===== src/rtl/stream_mux_2to1.sv =====
// stream_mux_2to1: registered 2:1 valid/ready stream merger, round-robin or fixed priority; MUX_COUNT_EN adds per-channel beat counters
module stream_mux_2to1 #(
  parameter int WIDTH    = 8,
  parameter bit PRIORITY = 1'b0
) (
  input  logic             clk,
  input  logic             rst_n,
  input  logic [WIDTH-1:0] in0_data,
  input  logic             in0_valid,
  output logic             in0_ready,
  input  logic [WIDTH-1:0] in1_data,
  input  logic             in1_valid,
  output logic             in1_ready,
  output logic [WIDTH-1:0] out_data,
  output logic             out_sel,
  output logic             out_valid,
  input  logic             out_ready
`ifdef MUX_COUNT_EN
  ,
  output logic [15:0]      cnt0,
  output logic [15:0]      cnt1
`endif
);
  typedef enum logic {EMPTY, FULL} state_t;
  state_t state, state_nxt;
  logic last_grant, load_ok, grant1, acc0, acc1, accept;
  assign out_valid = state == FULL;
  // grant selection, readies and next occupancy of the output register
  always_comb begin
    load_ok   = state == EMPTY || out_ready;
    grant1    = in1_valid && (!in0_valid || (!PRIORITY && !last_grant));
    in0_ready = rst_n && load_ok && in0_valid && !grant1;
    in1_ready = rst_n && load_ok && grant1;
    acc0      = in0_valid && in0_ready;
    acc1      = in1_valid && in1_ready;
    accept    = acc0 || acc1;
    state_nxt = accept ? FULL : (out_ready ? EMPTY : state);
  end
  // output register; a held beat is discarded by reset and channel 0 wins first after it
  always_ff @(posedge clk) begin
    if (!rst_n) begin
      state      <= EMPTY;
      out_data   <= '0;
      out_sel    <= 1'b0;
      last_grant <= 1'b1;
    end else begin
      state <= state_nxt;
      if (accept) begin
        out_data   <= acc1 ? in1_data : in0_data;
        out_sel    <= acc1;
        last_grant <= acc1;
      end
    end
  end
`ifdef MUX_COUNT_EN
  // accepted-beat counters per channel, wrapping at 16 bits
  always_ff @(posedge clk) begin
    if (!rst_n) begin
      cnt0 <= '0;
      cnt1 <= '0;
    end else begin
      cnt0 <= cnt0 + 16'(acc0);
      cnt1 <= cnt1 + 16'(acc1);
    end
  end
`endif
endmodule


===== config.mk =====
export PLATFORM = sky130hd
export DESIGN_NAME = stream_mux_2to1
export DESIGN_NICKNAME = d
export VERILOG_FILES = /design/src/rtl/stream_mux_2to1.sv
export SDC_FILE = /design/constraint.sdc
export NUM_CORES = 1
export LEC_CHECK = 0
export ABC_CLOCK_PERIOD_IN_PS = 1600
export CAP_MARGIN = 20
export CORE_MARGIN = 3
export CORE_UTILIZATION = 35
export CTS_CLUSTER_SIZE = 16
export DETAILED_ROUTE_END_ITERATION = 7
export PLACE_DENSITY = 0.71
export SYNTH_ARGS = -nofsm -noshare
export SYNTH_HDL_FRONTEND = slang
export SYNTH_SLANG_ARGS = --single-unit

===== constraint.sdc =====
create_clock -name clk -period 1.6 [get_ports clk]
set_input_delay 0.16 -clock clk [delete_from_list [all_inputs] [get_ports clk]]
set_output_delay 0.16 -clock clk [all_outputs]
set_load 0.01 [all_outputs]

# --- Word-level counts from Yosys, hierarchy flattened ---
# Index checks and enable logic that the tools add are counted.
totals:
  out_inout_bits: 12
  latch_bits: 0
  inputBits: 21
  wordCells: 22
  regBits: 11
  ramBits: 0
  mem_count: 0
  romBits: 0
classes:
  n_eq_ne: 0
  n_div: 0
  reduce_logical: 14
  multipliers: 0
  bitwise: 1
  n_lt_le_gt_ge: 0
  n_addsub: 0
  n_mux: 3
  shift: 0
ops:
  columns: ["op", "n"]
  rows:
  - ["2-to-1 mux 8 bit", 1]
  - ["logical AND 1 bit", 7]
  - ["logical NOT 1 bit", 3]
  - ["logical OR 1 bit", 3]
  - ["2-to-1 mux 1 bit", 2]
  - ["nonzero test 2 bit", 1]
  - ["inverter 1 bit", 1]

# --- Longest topological paths before layout ---
# Gate-level depths: netlist (run 1).
logic_depth:
  word_depth: 8
  mapped_depth: 5
  depth_no_buf: 3

# --- Worst setup path before layout (run 1) ---
# Ideal clock, no wire load.
synth_timing:
  path_type: "register -> register"
  from: "register state (netlist: out_valid)"
  to: "register out_sel"
  n_path_buf: 1
  slack_ns: 0.408
  path_stages_with_launch: 5
  arrival_ns: 1.131
  required_ns: 1.540
  cell_sequence: "dfxtp_1 -> nor2b_1 -> buf_4 -> nor3_1 -> a31o_1"
synth_between:
  word_cells_on_any_way: 9
synth_rtl:
  columns: ["element", "line", "text"]
  rows:
  - ["start, declared", "25", "state_t state, state_nxt;"]
  - ["start signal, assigned", "47", "state <= state_nxt;"]
  - ["inverter 1 bit (*)", "30", "load_ok = state == EMPTY || out_ready;"]
  - ["logical OR 1 bit (*)", "30", null]
  - ["logical AND 1 bit (*) (2 in a row)", "33", "in1_ready = rst_n && load_ok && grant1;"]
  - ["named net in1_ready", "13", "output logic in1_ready,"]
  - ["logical AND 1 bit (*)", "35", "acc1 = in1_valid && in1_ready;"]
  - ["logical OR 1 bit", "36", "accept = acc0 || acc1;"]
  - ["end signal, assigned", "44", "out_sel <= 1'b0;"]
  - ["end signal, assigned", "50", "out_sel <= acc1;"]
  - ["end, declared", "15", "output logic out_sel,"]
# Mark *: on every way through the listed nets, which the timed path passes. The rest lies on a longest branch.
# A chain may end at the register's enable or synchronous reset.

# --- Worst setup path after layout (run 1) ---
layout_timing:
  from: "register state (netlist: out_valid)"
  to: "output port in0_ready"
layout_between:
  elab_chain_len: 5
layout_lines:
  columns: ["element", "line", "text"]
  rows:
  - ["inverter 1 bit", "30", null]
  - ["logical OR 1 bit", "30", null]
  - ["logical AND 1 bit (3 in a row)", "32", "in0_ready = rst_n && load_ok && in0_valid && !grant1;"]
  - ["end, declared", "10", "output logic in0_ready,"]
# No other way between the ends.

==> flow_summary.json, run 1 <==
{
  "tightest_slew_ns": 0.3299,
  "r2r_start": "out_valid",
  "fin_ws_ns": 0.1080,
  "synth_top_family_by_area": "compound AO/OA/AOI/OAI gates",
  "dpl.hpwl_microns": 1359,
  "grt_pass1_vias": 696,
  "yosysUniqueCellTypes": 21,
  "synthAdderAreaFrac_pct": 0,
  "min_from": "out_sel",
  "ir_worst_vdd_mv": 0.4289,
  "grtUsageTotal_pct": 16.61,
  "cp.arrival_ns": 1.33,
  "wl_per_cell_microns": 13.92,
  "yosysWarningCount": 0,
  "finalNetCount": 130,
  "fin_cells": 133,
  "drtPass1Iterations": 4,
  "io_pins": 33,
  "most-common-layout-cells": "clkdlybuf4s50_1, buf_4, dfxtp_1",
  "drtIter0Drc": 8,
  "maxSlewHeadroom_pct": 77.96,
  "synth_simple_gate_area_share_pct": 15.34,
  "final_common_cell": "clkdlybuf4s50_1",
  "slew_violations": 0,
  "worstPathRequired_ns": 1.44,
  "r2r_slack_ns": 0.29,
  "synth_area_sq_um": 676.9,
  "dpl.cell_count": 129,
  "syn_area_per_cell_sq_um": 9.954,
  "fin_skew_ns": 0.004868,
  "min_period_ns": 1.492,
  "ctsHtreeMaxLevel": 1,
  "totalWireLength_microns": 1851,
  "seqCellArea_sq_um": 220.2,
  "final_antenna_net_count": 0,
  "worstSetupStartpointType": "register",
  "initial_core_util_pct": 37.96,
  "fmax_ghz": 0.6702,
  "cellLeakagePower_uw": 0.0003884,
  "clk_latency_ns": 0.27,
  "syn_inst": 68,
  "synth_fp_nets": 89,
  "place_area_sq_um": 1054,
  "synthMuxAreaShare_pct": 0,
  "rsz0062_at_grt": "no",
  "reg2reg_to": "out_data[5]",
  "crit_type": "register to output pin",
  "n_antenna_cell": 0,
  "via_count": 716,
  "cts-root-buf": "clkbuf_4",
  "fill_cells": 164,
  "core-area_sq_um": 1783,
  "finalHoldViolations": 0,
  "synth-xor-area-share_pct": 0,
  "tns_ns": 0,
  "cts.sinks": 11,
  "whs_endpoint": "out_sel",
  "power_density_nw_per_um2": 702.4,
  "fin_crit_sh_pct": 93.25,
  "antenna_found_initial": 0,
  "route.detailed.drc": 0,
  "r2r_cells": 4,
  "drive_gt1_share_pct": 25.00,
  "min_path_type": "register to register",
  "syn2layout_area_growth_pct": 59.89,
  "yosysSeqAreaShare_pct": 32.53,
  "via_per_inst": 5.383,
  "holdPathStages": 1,
  "clockBufferDepth": 2,
  "maxCapViolCount": 0,
  "clk_pin_slew_ns": 0.08,
  "grt_pass1_wl_microns": 3146,
  "grt_max_degree": 21,
  "cts_buffers": 3,
  "portBuffers": 32,
  "die_area_sq_um": 2498,
  "whs_ns": 0.4872,
  "crit_fanout": 4,
  "cts_setup_buffers": 0,
  "pre_cts_ws_ns": -0.1737,
  "gp_congestion": 0.8066,
  "multi_input_area_sq_um": 385.4,
  "final_area_sq_um": 1082,
  "tritoncts": "done",
  "ys_ff_latch": 11,
  "die_x_microns": 49.98,
  "synth-compound-area-share_pct": 40.85,
  "rows": 15,
  "cts_hold_buf": 0,
  "cp-end-kind": "output pin",
  "outcome": "completed",
  "die_h_microns": 49.98,
  "setup_viol": 0,
  "gr-total-overflow": 0
}
==> worst max-delay path by stage <==
| stage | from | end | cells after the start |
|---|---|---|---|
| 6_report | out_valid | in0_ready | 3 |
| 5_1_grt | out_valid | in0_ready | 3 |
| 4_1_cts | out_valid | in1_ready | 3 |
| 3_5_place_dp | in1_valid | in1_ready | 4 |
| 3_3_place_gp | in1_valid | in1_ready | 4 |
| 2_1_floorplan | out_valid | out_sel | 4 |
==> routing by layer <==
metal	share of wire [%]	vias up	GRT usage, %
met5	0	-	0
met4	0.92	0	8.295
met3	5.8	2	5.136
met2	45	22	24.89
met1	48	334	21.28
li1	-	358	-
==> through the flow <==
| step | utilization, % | power [uW] |
|---|---|---|
| global placement | 59.09 | 566.5 |
| detailed placement | 59.09 | 569.0 |
| CTS | 60.42 | 772.5 |
| floorplan | - | 444.7 |
| finish | 60.70 | 760.2 |
| global route | 60.70 | 809.4 |
==> final cells by class <==
cell class	count	share of cell area [%]
Multi-Input combinational cell	47	35.61
Inverter	1	0.3468
Sequential cell	11	20.35
Clock buffer	4	2.428
Timing Repair Buffer	45	38.38
Tap cell	25	2.890
==> state kept, by name, indices dropped and copies added (netlist names) <==
signal,count
out_valid,1
out_sel,1
out_data,8
last_grant,1
==> worst max-delay path, cell delays in order, from the launching register on <==
cell and delay, ns:
dfxtp_1 0.36, nor2b_1 0.32, nor3_1 0.09, dlygate4sd2_1 0.30
==> power by group <==
group / switching (uW) / internal [uW] / total (uW)
registers: 11.7 / 296 / 308
logic: 109 / 145 / 253
clock network: 102 / 96.5 / 199
==> cell families after synthesis <==
group / Yosys count
compound gates: 30
buf+inv: 10
flops: 11
simple gates: 17
==> what timing repair did <==
item,4_1_cts,5_1_grt
gates resized for setup,2,1
endpoints found under the setup margin,2,1
hold endpoints to repair,0,0
==> cells in the mapped netlist <==
cell      instances  area, sq um
a21bo_1           1        10.01
a21boi_1          1        7.510
a21o_1            1        7.510
a311oi_2          8        120.1
a31o_1            1        8.760
a31oi_1           8        50.05
and3_4            1        11.26
buf_2             1        5.000
buf_4             6        45.04
buf_6             2        22.52
dfxtp_1          11        220.2
inv_2             1        3.750
nand2_1           2        7.510
nand2b_1          2        12.51
nand4_1           8        50.05
nor2b_1           1        6.260
nor3_1            2        10.01
o21a_1            1        7.510
o21ai_1           1        5.000
o31ai_1           8        60.06
or2_1             1        6.260
Power figures use the tool's default switching activity.
==> run 2: changes to the inputs <==
--- a/config.mk
+++ b/config.mk
@@ -5,7 +5,6 @@
 export SDC_FILE = /design/constraint.sdc
 export NUM_CORES = 1
 export LEC_CHECK = 0
-export ABC_CLOCK_PERIOD_IN_PS = 1600
 export CAP_MARGIN = 20
 export CORE_MARGIN = 3
 export CORE_UTILIZATION = 35
==> results of run 2 <==
No change in the layout: final DEF, timing and power equal those of run 1.
